===== src/rtl/b205_fe_sequencer.sv =====
// b205_fe_sequencer: half-duplex RF front-end sequencer for antenna switches and TX PA enable.
// Ports:
//   clk, reset              radio clock, asynchronous active-high reset
//   tx_req, rx_req          activity requests (levels), TX has priority
//   cfg_rx_port             0 = receive on TX/RX, 1 = receive on RX2 (sampled on RX_SW entry)
//   cfg_sw_dly              switch settle dwell, cycles
//   cfg_pa_on_dly           PA warm-up dwell, cycles
//   cfg_pa_off_dly          PA decay dwell before the switch may move, cycles
//   tx_grant, rx_grant      path ready indications
//   fe_sel_*                antenna switch selects
//   txdrv_pwen              TX PA enable
//   state                   current state encoding for debug readback
//   tx_bursts               completed TX_ON exits, wrapping
module b205_fe_sequencer #(
    parameter int DLY_W = 16
) (
    input  logic             clk,
    input  logic             reset,
    input  logic             tx_req,
    input  logic             rx_req,
    input  logic             cfg_rx_port,
    input  logic [DLY_W-1:0] cfg_sw_dly,
    input  logic [DLY_W-1:0] cfg_pa_on_dly,
    input  logic [DLY_W-1:0] cfg_pa_off_dly,
    output logic             tx_grant,
    output logic             rx_grant,
    output logic             fe_sel_trx_tx,
    output logic             fe_sel_trx_rx,
    output logic             fe_sel_rx_trx,
    output logic             fe_sel_rx_rx2,
    output logic             txdrv_pwen,
    output logic [2:0]       state,
    output logic [15:0]      tx_bursts
);
    typedef enum logic [2:0] {
        IDLE   = 3'd0,
        RX_SW  = 3'd1,
        RX_ON  = 3'd2,
        TX_SW  = 3'd3,
        TX_PA  = 3'd4,
        TX_ON  = 3'd5,
        TX_OFF = 3'd6
    } state_t;

    state_t           state_q, state_d;
    logic [DLY_W-1:0] cnt_q, cnt_d;
    logic [15:0]      bursts_q, bursts_d;
    logic             port_q, port_d;
    logic             done, entry, rx_sel;

    assign done = cnt_q == '0;

    always_comb begin
        state_d = state_q;
        case (state_q)
            IDLE:    state_d = tx_req ? TX_SW : rx_req ? RX_SW : IDLE;
            RX_SW:   state_d = tx_req ? TX_SW : !rx_req ? IDLE : done ? RX_ON : RX_SW;
            RX_ON:   state_d = tx_req ? TX_SW : !rx_req ? IDLE : RX_ON;
            TX_SW:   state_d = !tx_req ? IDLE : done ? TX_PA : TX_SW;
            TX_PA:   state_d = !tx_req ? TX_OFF : done ? TX_ON : TX_PA;
            TX_ON:   state_d = !tx_req ? TX_OFF : TX_ON;
            // PA decay must complete regardless of requests before the switch moves
            TX_OFF:  state_d = !done ? TX_OFF : tx_req ? TX_SW : rx_req ? RX_SW : IDLE;
            default: state_d = IDLE;
        endcase
    end

    // Delays are captured only when a dwell state is entered (including re-entry from another state)
    assign entry    = state_d != state_q;
    assign cnt_d    = entry ? (state_d inside {RX_SW, TX_SW} ? cfg_sw_dly :
                               state_d == TX_PA ? cfg_pa_on_dly :
                               state_d == TX_OFF ? cfg_pa_off_dly : '0)
                            : done ? '0 : cnt_q - DLY_W'(1);
    assign port_d   = (entry && state_d == RX_SW) ? cfg_rx_port : port_q;
    assign bursts_d = (state_q == TX_ON && state_d == TX_OFF) ? bursts_q + 16'd1 : bursts_q;
    assign rx_sel   = state_d == RX_SW || state_d == RX_ON;

    // Outputs are decoded from the next state so they change on the same edge as state
    always_ff @(posedge clk or posedge reset) begin
        if (reset) begin
            state_q       <= IDLE;
            cnt_q         <= '0;
            port_q        <= 1'b0;
            bursts_q      <= '0;
            tx_grant      <= 1'b0;
            rx_grant      <= 1'b0;
            fe_sel_trx_tx <= 1'b0;
            fe_sel_trx_rx <= 1'b0;
            fe_sel_rx_trx <= 1'b0;
            fe_sel_rx_rx2 <= 1'b0;
            txdrv_pwen    <= 1'b0;
        end else begin
            state_q       <= state_d;
            cnt_q         <= cnt_d;
            port_q        <= port_d;
            bursts_q      <= bursts_d;
            tx_grant      <= state_d == TX_ON;
            rx_grant      <= state_d == RX_ON;
            fe_sel_trx_tx <= state_d inside {TX_SW, TX_PA, TX_ON, TX_OFF};
            fe_sel_trx_rx <= rx_sel && !port_d;
            fe_sel_rx_trx <= rx_sel && !port_d;
            fe_sel_rx_rx2 <= rx_sel && port_d;
            txdrv_pwen    <= state_d inside {TX_PA, TX_ON};
        end
    end

    assign state     = state_q;
    assign tx_bursts = bursts_q;
endmodule


===== config.mk =====
export PLATFORM = sky130hd
export DESIGN_NAME = b205_fe_sequencer
export DESIGN_NICKNAME = d
export VERILOG_FILES = /design/src/rtl/b205_fe_sequencer.sv
export SDC_FILE = /design/constraint.sdc
export NUM_CORES = 1
export LEC_CHECK = 0
export CORE_MARGIN = 2
export CORE_UTILIZATION = 49
export DETAILED_ROUTE_END_ITERATION = 7
export PLACE_DENSITY = 0.87
export SLEW_MARGIN = 20
export SYNTH_ARGS = -nofsm -noshare
export SYNTH_HDL_FRONTEND = slang
export SYNTH_SLANG_ARGS = --single-unit

===== constraint.sdc =====
create_clock -name clk -period 4.51 [get_ports clk]
set_input_delay 0.451 -clock clk [delete_from_list [all_inputs] [get_ports clk]]
set_output_delay 0.451 -clock clk [all_outputs]
set_load 0.01 [all_outputs]

---- After elaboration in Yosys (flattened, before gate mapping) ----
Cells that the tools add are included.
operators by class
  $add $sub $neg .......................... 2
  muxes and demuxes ....................... 20
  reductions and logical operators ........ 11
  equality and inequality tests ........... 13
operators with widths
  cell                   number
  $mux 16                5
  $pmux 3 s7             1
  $eq 3x3->1 const B     6
  $add 16x1->16 const B  1
  $logic_not 16->1       1
  $mux 2                 8
  $sub 16x1->16 const B  1
  $eq 3x2->1 const B     4
  $mux 3                 3
  $eq 3x1->1 const B     2
  $logic_and 1x1->1      4
  $reduce_bool 2->1      2
  $reduce_bool 4->1      1
  $logic_not 3->1        1
  $mux 1                 3
  $ne 3x3->1             1
  $logic_not 1->1        1
  $logic_or 1x1->1       1
storage, ports and cells
  output and inout bits ................... 26
  bits in registers ....................... 42
  input port bits ......................... 53

---- Longest topological paths before layout ----
  depth in word-level cells ............... 10
  gate-level depth with buffers ........... 9

---- Least setup slack after synthesis ----
OpenSTA, ideal clock, no wires.
  path type ............................... reg-to-reg
  start ................................... register cnt_q[0]
  end ..................................... register cnt_q[12]
  stages on the path, launching flop included .. 10
  clock period less this slack ............ 2.016 ns
  buffers on the path ..................... 1
  data arrival time ....................... 1.885 ns
  slack ................................... 2.494 ns
  path through ............................ dfrtp_1 inv_1 ha_1 nor4b_4 nand4_2 nand3_1 a21oi_2 buf_4 a221oi_2 o32ai_2
between the ends
  longest elaborated chain between the ends .. 10
  elaborated cells on any way between the ends .. 22
  classes of those cells .................. 1 x add/sub; 5 x eq/ne; 14 x mux; 2 x reduce/logical
RTL lines
  element                 RTL line  RTL
  start, declared         46        logic [DLY_W-1:0] cnt_q, cnt_d;
  start signal, assigned  94        cnt_q <= cnt_d;
  $logic_not 16->1        51        assign done = cnt_q == '0;
  $mux 2 (3 in series)    57        RX_SW: state_d = tx_req ? TX_SW : !rx_req ? IDLE : done ? RX_ON : RX_SW;
  $pmux 3 s7              55        case (state_q)
  $eq 3x3->1              72        state_d == TX_OFF ? cfg_pa_off_dly : '0)
  $mux 16                 72
  $mux 16                 71        state_d == TX_PA ? cfg_pa_on_dly :
  $mux 16                 70        assign cnt_d = entry ? (state_d inside {RX_SW, TX_SW} ? cfg_sw_dly :
  $mux 16 (*)             70
  via cnt_d[12]           46
The timed path passes the listed nets; every way through them passes the cells marked *.
A chain may end at the register's enable or synchronous reset.

---- Worst setup path after layout ----
  start ................................... input tx_req
  end ..................................... register cnt_q[0]
between the ends
  longest elaborated chain between the ends .. 8
  elaborated cells on any way between the ends .. 18
  classes of those cells .................. 5 x eq/ne; 12 x mux; 1 x reduce/logical
RTL lines
  element          RTL line  RTL
  start, declared  19        input logic tx_req,
  $mux 2           56, 63
  $mux 3           63        TX_OFF: state_d = !done ? TX_OFF : tx_req ? TX_SW : rx_req ? RX_SW : IDLE;
  $pmux 3 s7 (*)   55
  $eq 3x3->1       72
  $mux 16          72
  $mux 16          71
  $mux 16          70
  $mux 16 (*)      70
  via cnt_d[0]     46
Marked as above.

==> impl_metrics.ini <==
[status]
status = finished clean

[power]
sequentialPowerShare = 0.472
ir_drop_uv = 156.2
power_density_mw_per_mm2 = 284.5
comb_power_share = 0.277
power.total_mw = 1.016
p_sw_frac = 0.3329
clock_power_share = 0.251
internal_power_uw = 677.6
p_leak_nw = 1.424
power_switching_uw = 338.0

[worst_setup_path]
end_kind = flop
rr_endpoint = cnt_q[0]
crit_required_ns = 4.70
slowest_delay_ns = 0.79
r2r_cells = 7
critPathKind = in2reg
cp_slowest_cell = o21ai_2
worstPathMaxFanout = 16
worstPathArrival_ns = 2.99
cp_cell_sequence = clkdlybuf4s50_1 -> inv_1 -> nor2_1 -> nand3_1 -> o21ai_2 -> a221oi_1 -> o32ai_1
worstReg2RegStart = cnt_q[0]
r2r_setup_slack_ns = 1.82
path_buf_inv = 2
startpoint_type = input pin
crit_family = compound AO/OA/AOI/OAI gates

[drt]
drt_iter0_drc = 164
vias_per_cell = 5.727
drtAntennaViolNets = 0
totalWireLength_um = 6468
routedWlPerCell_um = 16.33
drc = 0
drt_pass1_iterations = 5
vias = 2268

[clocking]
cts_setup_buffers = 0
root_buffer = clkbuf_8
ctsHoldBuffers = 0
cts_htree_levels = 2
ctsResizeCount = 0
cts_tree = built
clock_path_buffers = 2
clk_pin_slew_ns = 0.09
clk_latency_ns = 0.30
cts.sinks = 42
numCtsBuffers = 5

[die]
dieArea_mm2 = 0.006056
coreArea_mm2 = 0.005172
dieWidth_um = 77.82
num_rows = 26
initial_core_util = 0.5162
die_h_um = 77.82
io_pins = 79

[yosys]
ys_seq_area_frac = 0.3936
postSynthCellCount = 250
synth-async-reset-ratio = 1.000
synth_edf_count = 0
synth_area_per_cell_um2 = 10.68
ys_ff_latch = 42
synthDistinctLibCells = 57
syn_nets = 306
synth_flop_cell = dfrtp_1
yosysWarningCount = 0
syn_area_mm2 = 0.002670

[placement]
pre_cts_ws_ns = 1.454
place_congestion = 0.8316
post-place-cells = 388
dp_hpwl_um = 4728
port_buffers = 78

[global_routing]
grt.overflow.total = 0
antenna_found_initial = 0
grt_max_degree = 43
grt_usage = 0.2163
grt_pass1_vias = 2174
grt_pass1_wl_um = 10530

[final_layout]
final_cells = 396
final_nets = 381
diodes = 0
area_delta_synth_final_pct = 33.69
layout-drive-gt1-share = 0.1472
finalCoreUtilization = 0.6901

[sta]
slew_viol_final = 0
fmax_mhz = 358.1
setup_slack_ns = 1.717
finalCritPeriodShare = 0.6192
worst_pin_slew_ns = 0.9738
finalCriticalPeriod_ns = 2.793
hold_viol = 0
final.setup.tns_ns = 0
relSlewSlack = 0.3507
finalSetupViolCount = 0
rsz0062_at_grt = false
fin_skew_ns = 0.007860

[hold_path]
worstHoldStart = tx_bursts[15]
holdPathEnd = tx_bursts[15]
hold_depth = 1
min_path_type = reg2reg

[flow_run]
max_cap_violations = 0
layout by cell type (no fill, tap or decap), types with 8 or more instances in the layout:
cell / instances
o32ai_2: 9
nor3_1: 8
nor2_1: 29
dfrtp_1: 42
nand2_1: 12
a221oi_2: 10
xor2_1: 11
inv_1: 12
xnor2_1: 18
clkdlybuf4s50_1: 78
nand3_1: 9
per-layer routing:
metal | GRT usage | vias up | wire [um]
met1 | 0.2998 | 1091 | 2846
met3 | 0.04070 | 7 | 384
met2 | 0.3500 | 85 | 3170
met5 | 0 | - | 0
met4 | 0.05179 | 0 | 66
li1 | - | 1085 | -
power by group through the flow:
stage | Sequential [mW] | Clock [mW] | Combinational, mW
after floorplan | 0.474 | 0 | 0.187
after global placement | 0.484 | 0 | 0.273
after detailed placement | 0.486 | 0 | 0.281
after CTS | 0.479 | 0.257 | 0.283
after global routing | 0.486 | 0.276 | 0.305
final | 0.480 | 0.255 | 0.281
state kept, by name (all words and copies together), names as in the netlist:
signal / flops
txdrv_pwen: 1
tx_bursts: 16
fe_sel_rx_trx: 1
cnt_q: 16
tx_grant: 1
state: 3
rx_grant: 1
port_q: 1
fe_sel_rx_rx2: 1
fe_sel_trx_tx: 1
Yosys cell counts (all sizes together) (2+ instances only):
| cell type | n | area, um2 |
|---|---|---|
| a21oi | 3 | 18.77 |
| a221oi | 16 | 202.7 |
| a31oi | 2 | 12.51 |
| and2 | 2 | 12.51 |
| and3 | 4 | 25.02 |
| buf | 10 | 76.32 |
| clkbuf | 2 | 7.510 |
| dfrtp | 42 | 1051 |
| ha | 3 | 37.54 |
| inv | 12 | 45.04 |
| mux2i | 3 | 30.03 |
| nand2 | 14 | 57.55 |
| nand3 | 9 | 45.04 |
| nand3b | 3 | 22.52 |
| nand4 | 7 | 65.06 |
| nor2 | 29 | 108.9 |
| nor3 | 9 | 50.05 |
| nor4 | 6 | 80.07 |
| nor4b | 2 | 32.53 |
| o211ai | 2 | 20.02 |
| o21ai | 7 | 42.54 |
| o21bai | 2 | 15.01 |
| o32ai | 15 | 198.9 |
| or4 | 2 | 18.77 |
| xnor2 | 18 | 157.7 |
| xor2 | 11 | 96.34 |
stage by stage:
step,hold slack (ns),area (um2)
after global placement,0.4604,3470
final,0.4796,3570
after floorplan,0.4736,2670
after global routing,0.4997,3570
after detailed placement,0.4663,3470
after CTS,0.4830,3562
cell type report:
class	count	area, um2
Clock inverter	3	23.77
Tap cell	70	87.58
Multi-Input combinational cell	184	1498
Timing Repair Buffer	80	795.8
Clock buffer	5	68.82
Inverter	12	45.04
Fill cell	387	1603
Sequential cell	42	1051
worst max-delay path by stage:
stage	endpoint	depth (start not counted)	from
6_report	cnt_q[0]	7	tx_req
5_1_grt	cnt_q[4]	7	tx_req
4_1_cts	cnt_q[4]	8	cnt_q[0]
3_5_place_dp	cnt_q[4]	7	tx_req
3_3_place_gp	cnt_q[15]	7	tx_req
2_1_floorplan	cnt_q[12]	9	cnt_q[0]
cells by family (layout without fill, tap and decap cells):
kind of cell    after synthesis  after routing  share of synthesized area
simple gates                 93             93                     0.2132
flops                        42             42                     0.3936
xor+xnor                     29             29                    0.09513
fa+ha+maj                     3              3                    0.01406
mux                           4              4                    0.01546
compound gates               55             55                     0.2202
buf+inv                      24            100                    0.04826
Power figures use the tool's default switching activity.
